$ cat config.mk
export PLATFORM = sky130hd
export DESIGN_NAME = term_sequencer
export DESIGN_NICKNAME = d
export VERILOG_FILES = /design/src/rtl/term_seq_pkg.sv /design/src/rtl/term_idx_ctr.sv /design/src/rtl/term_sequencer.sv
export SDC_FILE = /design/constraint.sdc
export NUM_CORES = 1
export LEC_CHECK = 0
export ABC_AREA = 1
export CAP_MARGIN = 0
export CORE_MARGIN = 2
export CORE_UTILIZATION = 33
export CTS_CLUSTER_SIZE = 16
export DETAILED_ROUTE_END_ITERATION = 16
export GPL_ROUTABILITY_DRIVEN = 0
export PLACE_DENSITY_LB_ADDON = 0.25
export SYNTH_ARGS = -nofsm -noshare
export SYNTH_HDL_FRONTEND = slang
export SYNTH_SLANG_ARGS = --single-unit
$ cat constraint.sdc
create_clock -name clk -period 1.5 [get_ports clk]
set_input_delay 0.3 -clock clk [delete_from_list [all_inputs] [get_ports clk]]
set_output_delay 0.3 -clock clk [all_outputs]
set_load 0.02 [all_outputs]
$ cat src/rtl/term_seq_pkg.sv
// Shared types and constants for the term-index sequencer.
// Optional early exit is enabled by defining TERM_SEQ_EARLY_EXIT_EN.
package term_seq_pkg;

  typedef enum logic [1:0] {
    IDLE,
    RUN,
    DONE
  } state_e;

  localparam logic MODE_UP   = 1'b0;
  localparam logic MODE_DOWN = 1'b1;

  function automatic int ch_w_f(input int n);
    return (n > 1) ? $clog2(n) : 1;
  endfunction

endpackage

$ cat src/rtl/term_idx_ctr.sv
// Loadable up/down term counter with terminal-index compare.
// Saturates at the terminal index so it can never wrap.
module term_idx_ctr
  import term_seq_pkg::*;
#(
  parameter int CNT_W = 5
) (
  input  logic             clk,
  input  logic             rst_n,
  input  logic             load_i,
  input  logic [CNT_W-1:0] load_val_i,
  input  logic [CNT_W-1:0] term_val_i,
  input  logic             dir_i,
  input  logic             step_i,
  output logic [CNT_W-1:0] cnt_o,
  output logic             hit_o
);

  logic [CNT_W-1:0] cnt_q, cnt_d;
  logic [CNT_W-1:0] term_q, term_d;
  logic             dir_q, dir_d;

  assign hit_o = (cnt_q == term_q);
  assign cnt_o = cnt_q;

  always_comb begin
    cnt_d  = cnt_q;
    term_d = term_q;
    dir_d  = dir_q;
    if (load_i) begin
      cnt_d  = load_val_i;
      term_d = term_val_i;
      dir_d  = dir_i;
    end else if (step_i && !hit_o) begin
      if (dir_q == MODE_DOWN)
        cnt_d = cnt_q - CNT_W'(1);
      else
        cnt_d = cnt_q + CNT_W'(1);
    end
  end

  always_ff @(posedge clk or negedge rst_n) begin
    if (!rst_n) begin
      cnt_q  <= '0;
      term_q <= '0;
      dir_q  <= MODE_UP;
    end else begin
      cnt_q  <= cnt_d;
      term_q <= term_d;
      dir_q  <= dir_d;
    end
  end

endmodule

$ cat src/rtl/term_sequencer.sv
// Term/channel index sequencer feeding the coefficient ROM and MAC array.
// Define TERM_SEQ_EARLY_EXIT_EN to add the converged/early_exit ports.
module term_sequencer
  import term_seq_pkg::*;
#(
  parameter int CNT_W  = 5,
  parameter int NUM_CH = 4,
  parameter int CH_W   = ch_w_f(NUM_CH)
) (
  input  logic             clk,
  input  logic             rst_n,
  input  logic             start,
  input  logic             abort,
  input  logic [CNT_W-1:0] num_terms,
  input  logic             mode_down,
  output logic             out_valid,
  input  logic             out_ready,
  output logic [CNT_W-1:0] term_cnt,
  output logic [CH_W-1:0]  ch_idx,
  output logic             last,
  output logic             coeff_rd_en,
  output logic             busy,
  output logic             done
`ifdef TERM_SEQ_EARLY_EXIT_EN
  ,
  input  logic             converged,
  output logic             early_exit
`endif
);

  localparam logic [CH_W-1:0] CH_MAX = CH_W'(NUM_CH - 1);

  state_e           state_q, state_d;
  logic [CH_W-1:0]  ch_q, ch_d;
  logic             accept, ch_end, hit;
  logic             fin, conv;
  logic             load, step;
  logic [CNT_W-1:0] n_m1, ld_val, tv_val;

  assign n_m1   = num_terms - CNT_W'(1);
  assign ld_val = (mode_down == MODE_DOWN) ? n_m1 : '0;
  assign tv_val = (mode_down == MODE_DOWN) ? '0 : n_m1;

  // abort wins over a handshake in the same cycle
  assign out_valid   = (state_q == RUN);
  assign accept      = out_valid & out_ready & ~abort;
  assign ch_end      = (ch_q == CH_MAX);
  assign last        = out_valid & hit & ch_end;
  assign fin         = accept & ch_end & (hit | conv);
  assign coeff_rd_en = accept & (ch_q == '0);
  assign busy        = (state_q != IDLE);
  assign done        = (state_q == DONE) & ~abort;
  assign ch_idx      = ch_q;

  always_comb begin
    state_d = state_q;
    ch_d    = ch_q;
    load    = 1'b0;
    step    = 1'b0;
    unique case (state_q)
      IDLE: begin
        if (start && !abort) begin
          if (num_terms != '0) begin
            state_d = RUN;
            load    = 1'b1;
            ch_d    = '0;
          end else begin
            state_d = DONE;
          end
        end
      end
      RUN: begin
        if (abort) begin
          state_d = IDLE;
        end else if (accept) begin
          if (fin) begin
            state_d = DONE;
          end else if (ch_end) begin
            ch_d = '0;
            step = 1'b1;
          end else begin
            ch_d = ch_q + CH_W'(1);
          end
        end
      end
      DONE:    state_d = IDLE;
      default: state_d = IDLE;
    endcase
  end

  always_ff @(posedge clk or negedge rst_n) begin
    if (!rst_n) begin
      state_q <= IDLE;
      ch_q    <= '0;
    end else begin
      state_q <= state_d;
      ch_q    <= ch_d;
    end
  end

  term_idx_ctr #(
    .CNT_W(CNT_W)
  ) u_ctr (
    .clk       (clk),
    .rst_n     (rst_n),
    .load_i    (load),
    .load_val_i(ld_val),
    .term_val_i(tv_val),
    .dir_i     (mode_down),
    .step_i    (step),
    .cnt_o     (term_cnt),
    .hit_o     (hit)
  );

`ifdef TERM_SEQ_EARLY_EXIT_EN
  logic early_q;

  assign conv       = converged;
  assign early_exit = done & early_q;

  // set only on the cycle entering DONE through convergence
  always_ff @(posedge clk or negedge rst_n) begin
    if (!rst_n)
      early_q <= 1'b0;
    else
      early_q <= fin & ~hit;
  end
`else
  assign conv = 1'b0;
`endif

endmodule
==> results.md <==
- CTS sink count: 15
- Die width: 64.4 um
- FFs w/ async S/R, synth: 1.00
- DRT Wirelength: 3.22 mm
- Post-synthesis instance total: 165
- Post-synthesis cell area: 1200 um^2
- Vias per cell: 4.70
- Starting density of the core: 0.352
- Clock tree buffer depth: 2
- YS warnings: 0
- Antenna cells: 0
- Fmax: 0.607 GHz
- Die area: 4150 um^2
- Syn Nets: 184
- CTS tree: built
- H-tree level count: 1
- CP startpoint kind: flip-flop
- Hold WS: 327 ps
- Crit path top cell by count: nand2_1
- Clk Latency, worst-skew pair: 290 ps
- Top post-synthesis cells by count: nand2_1, inv_1, nand3_1, dfrtp_1
- Global route overflow: 0
- Total track usage: 0.152
- CP arrival: 1350 ps
- Synth top area cells: dfrtp_1, nand2_1, inv_1
- Leak: 1.02 nW
- Number of synthesized register bits: 15
- Hold/Removal Path Class: primary input to asynchronous set/reset pin
- Required time of the critical path: 1200 ps
- Global-route wire length before repair: 5.03 mm
- Worst-Margin Slew: 265 ps
- Slowest stage cell, crit path: dfrtp_2
- Dpl hpwl: 2.27 mm
- FILL cells: 316
- Yosys top cell area share: 0.312
- Worst slew margin: 0.823
- Most common cell in the netlist: nand2_1
- DRT Pass-1 Iters: 4
- Final WS setup: -147 ps
- Row cnt: 21
- Nets: 253
- Post-synth EDFFs: 0
- Violated checks: setup timing
- DRC Markers: 0
- Worst Clk Skew: 4.01 ps
- Setup Viol. Count Final: 4
- Setup WS pre-CTS: -471 ps
- Cell accounting for the most synthesized area: dfrtp_1
- Critical-path cell list: nand2_1 > nand2_1 > nor2_2 > nand4_1 > inv_1 > buf_6
- I/O Buffers: 22
- Most used DFF post-synth: dfrtp_1
- Seq/Total Area, Yosys: 0.312
- CTS Buf Count: 3
- Clock Root Buffer: clkbuf_4
- Multi-input gate area in the final layout: 873 um^2
- Final Hold Vio Count: 0
- Setup CP Type: flip-flop to primary output
- Largest net degree at the start of global routing: 16
- Vias in the first global route: 1228
- Die Ht: 64.4 um
- DR iter-0 viols: 25
- Share of layout cells above drive strength 1: 0.442
- CP Buf/Inv Count: 2
- Maximum fanout along the worst path: 3
- CP Capture Type: primary output
- RSZ-0062 raised after global routing: true
- Initial antenna violation count: 0
- Max-slew violations: 0
- Final min period: 1650 ps
- WL per Instance: 11.6 um
- Worst path max stage delay: 430 ps
- Vias: 1312
- I/O pin count: 23
- PD cells: 1410 nW/um^2
- Synthesized area per cell: 7.29 um^2
- Status: finished, violations left
- Netlist cell types: 26
- Area Growth Syn to Fin: 65.9%
- Max-Cap Viols: 0
- Core Footprint: 3420 um^2
- CP top delay family: simple AND/OR/NAND/NOR gates
- Max VDD drop: 0.867 mV
- ANT nets after route: 0
- Reg area: 379 um^2
- Part of the cycle the worst path needs: 1.10
- Clk slew on worst S/H paths: 90 ps
## power by group
part | switching, W | internal [W]
clock network | 0.000135 | 0.000104
logic | 0.000978 | 0.000959
registers | 0.000111 | 0.000534
## path summary, 6_finish.rpt
path | cells after the start | endpoint | start | slack (ps)
setup / recovery | 6 | last | u_ctr.cnt_o[1] | -150
hold / removal | 2 | u_ctr.cnt_o[2] | rst_n | 330
setup reg to reg | 7 | u_ctr.cnt_o[2] | u_ctr.cnt_o[0] | -30
hold reg to reg | 3 | ch_idx[1] | ch_idx[1] | 610
max in group asynchronous | 2 | u_ctr.dir_q | rst_n | 980
min in group clk | 3 | u_ctr.term_q[0] | num_terms[0] | 370
## worst register-to-register path, cell delays in order, from the launching register on
cell     delay [ps]
dfrtp_2         420
buf_4           160
fa_2            390
or2_4           240
nand3_2          70
o21ai_1          60
nand2_1          60
nand2_1          40
## layout make-up
cell class,instances,area share
Clock buffer,4,0.0132
Timing Repair Buffer,64,0.279
Inverter,26,0.0514
Multi-Input combinational cell,124,0.437
Tap cell,46,0.0288
Sequential cell,15,0.190
## registers in the layout (all words and copies together) (netlist names)
| signal | flops |
|---|---|
| u_ctr.term_q | 5 |
| u_ctr.cnt_o | 5 |
| ch_idx | 2 |
| state_q | 2 |
| u_ctr.dir_q | 1 |
## per-stage QoR
stage               instance area (um^2)  total power, W  instances   util  setup TNS [ps]
finish                              2000         0.00282        279  0.585            -214
global route                        2000         0.00306        279  0.585            -750
CTS                                 1820         0.00262        276  0.533            -218
detailed placement                  1740         0.00230        267  0.509           -5120
global placement                    1740         0.00225        267  0.509           -4720
floorplan                           1210         0.00158        165      -               0
## metal layers
metal / GRT usage / wire (um) / vias to the layer above
li1: - / - / 657
met1: 0.177 / 1360 / 629
met2: 0.286 / 1730 / 24
met3: 0.0370 / 122 / 2
met4: 0.0239 / 10 / 0
met5: 0 / 0 / -
## cells in the final DEF (no fill, tap or decap), drive strengths merged, types with 2 or more instances in the layout
master         count
nand2             59
buf               47
inv               26
nand3             18
dfrtp             15
nor2              15
clkdlybuf4s50      7
ha                 7
o21ai              5
clkdlybuf4s15      4
clkbuf             4
a21oi              4
xnor2              3
o22ai              3
dlymetal6s2s       3
dlygate4sd2        3
nor3               3
xor2               2
nand4              2
## cell families (layout without fill, tap and decap cells)
family,count (synthesis),count (layout),synth area share
buffers and inverters,27,94,0.0904
AO/OA/AOI/OAI,12,12,0.0530
AND/OR/NAND/NOR,98,99,0.419
XOR/XNOR,5,5,0.0364
flip-flops,15,15,0.312
adder cells (fa/ha/maj),8,8,0.0894
## repair_timing
item | in CTS | in global routing
setup buffers | 5 | 3
hold buffers | 0 | 0
endpoints found under the setup margin | 15 | 20
resized for setup | 45 | 41
cloned | 0 | 1
endpoints found under the hold margin | 0 | 0
pin swaps | 4 | 23
Power figures use the tool's default switching activity.
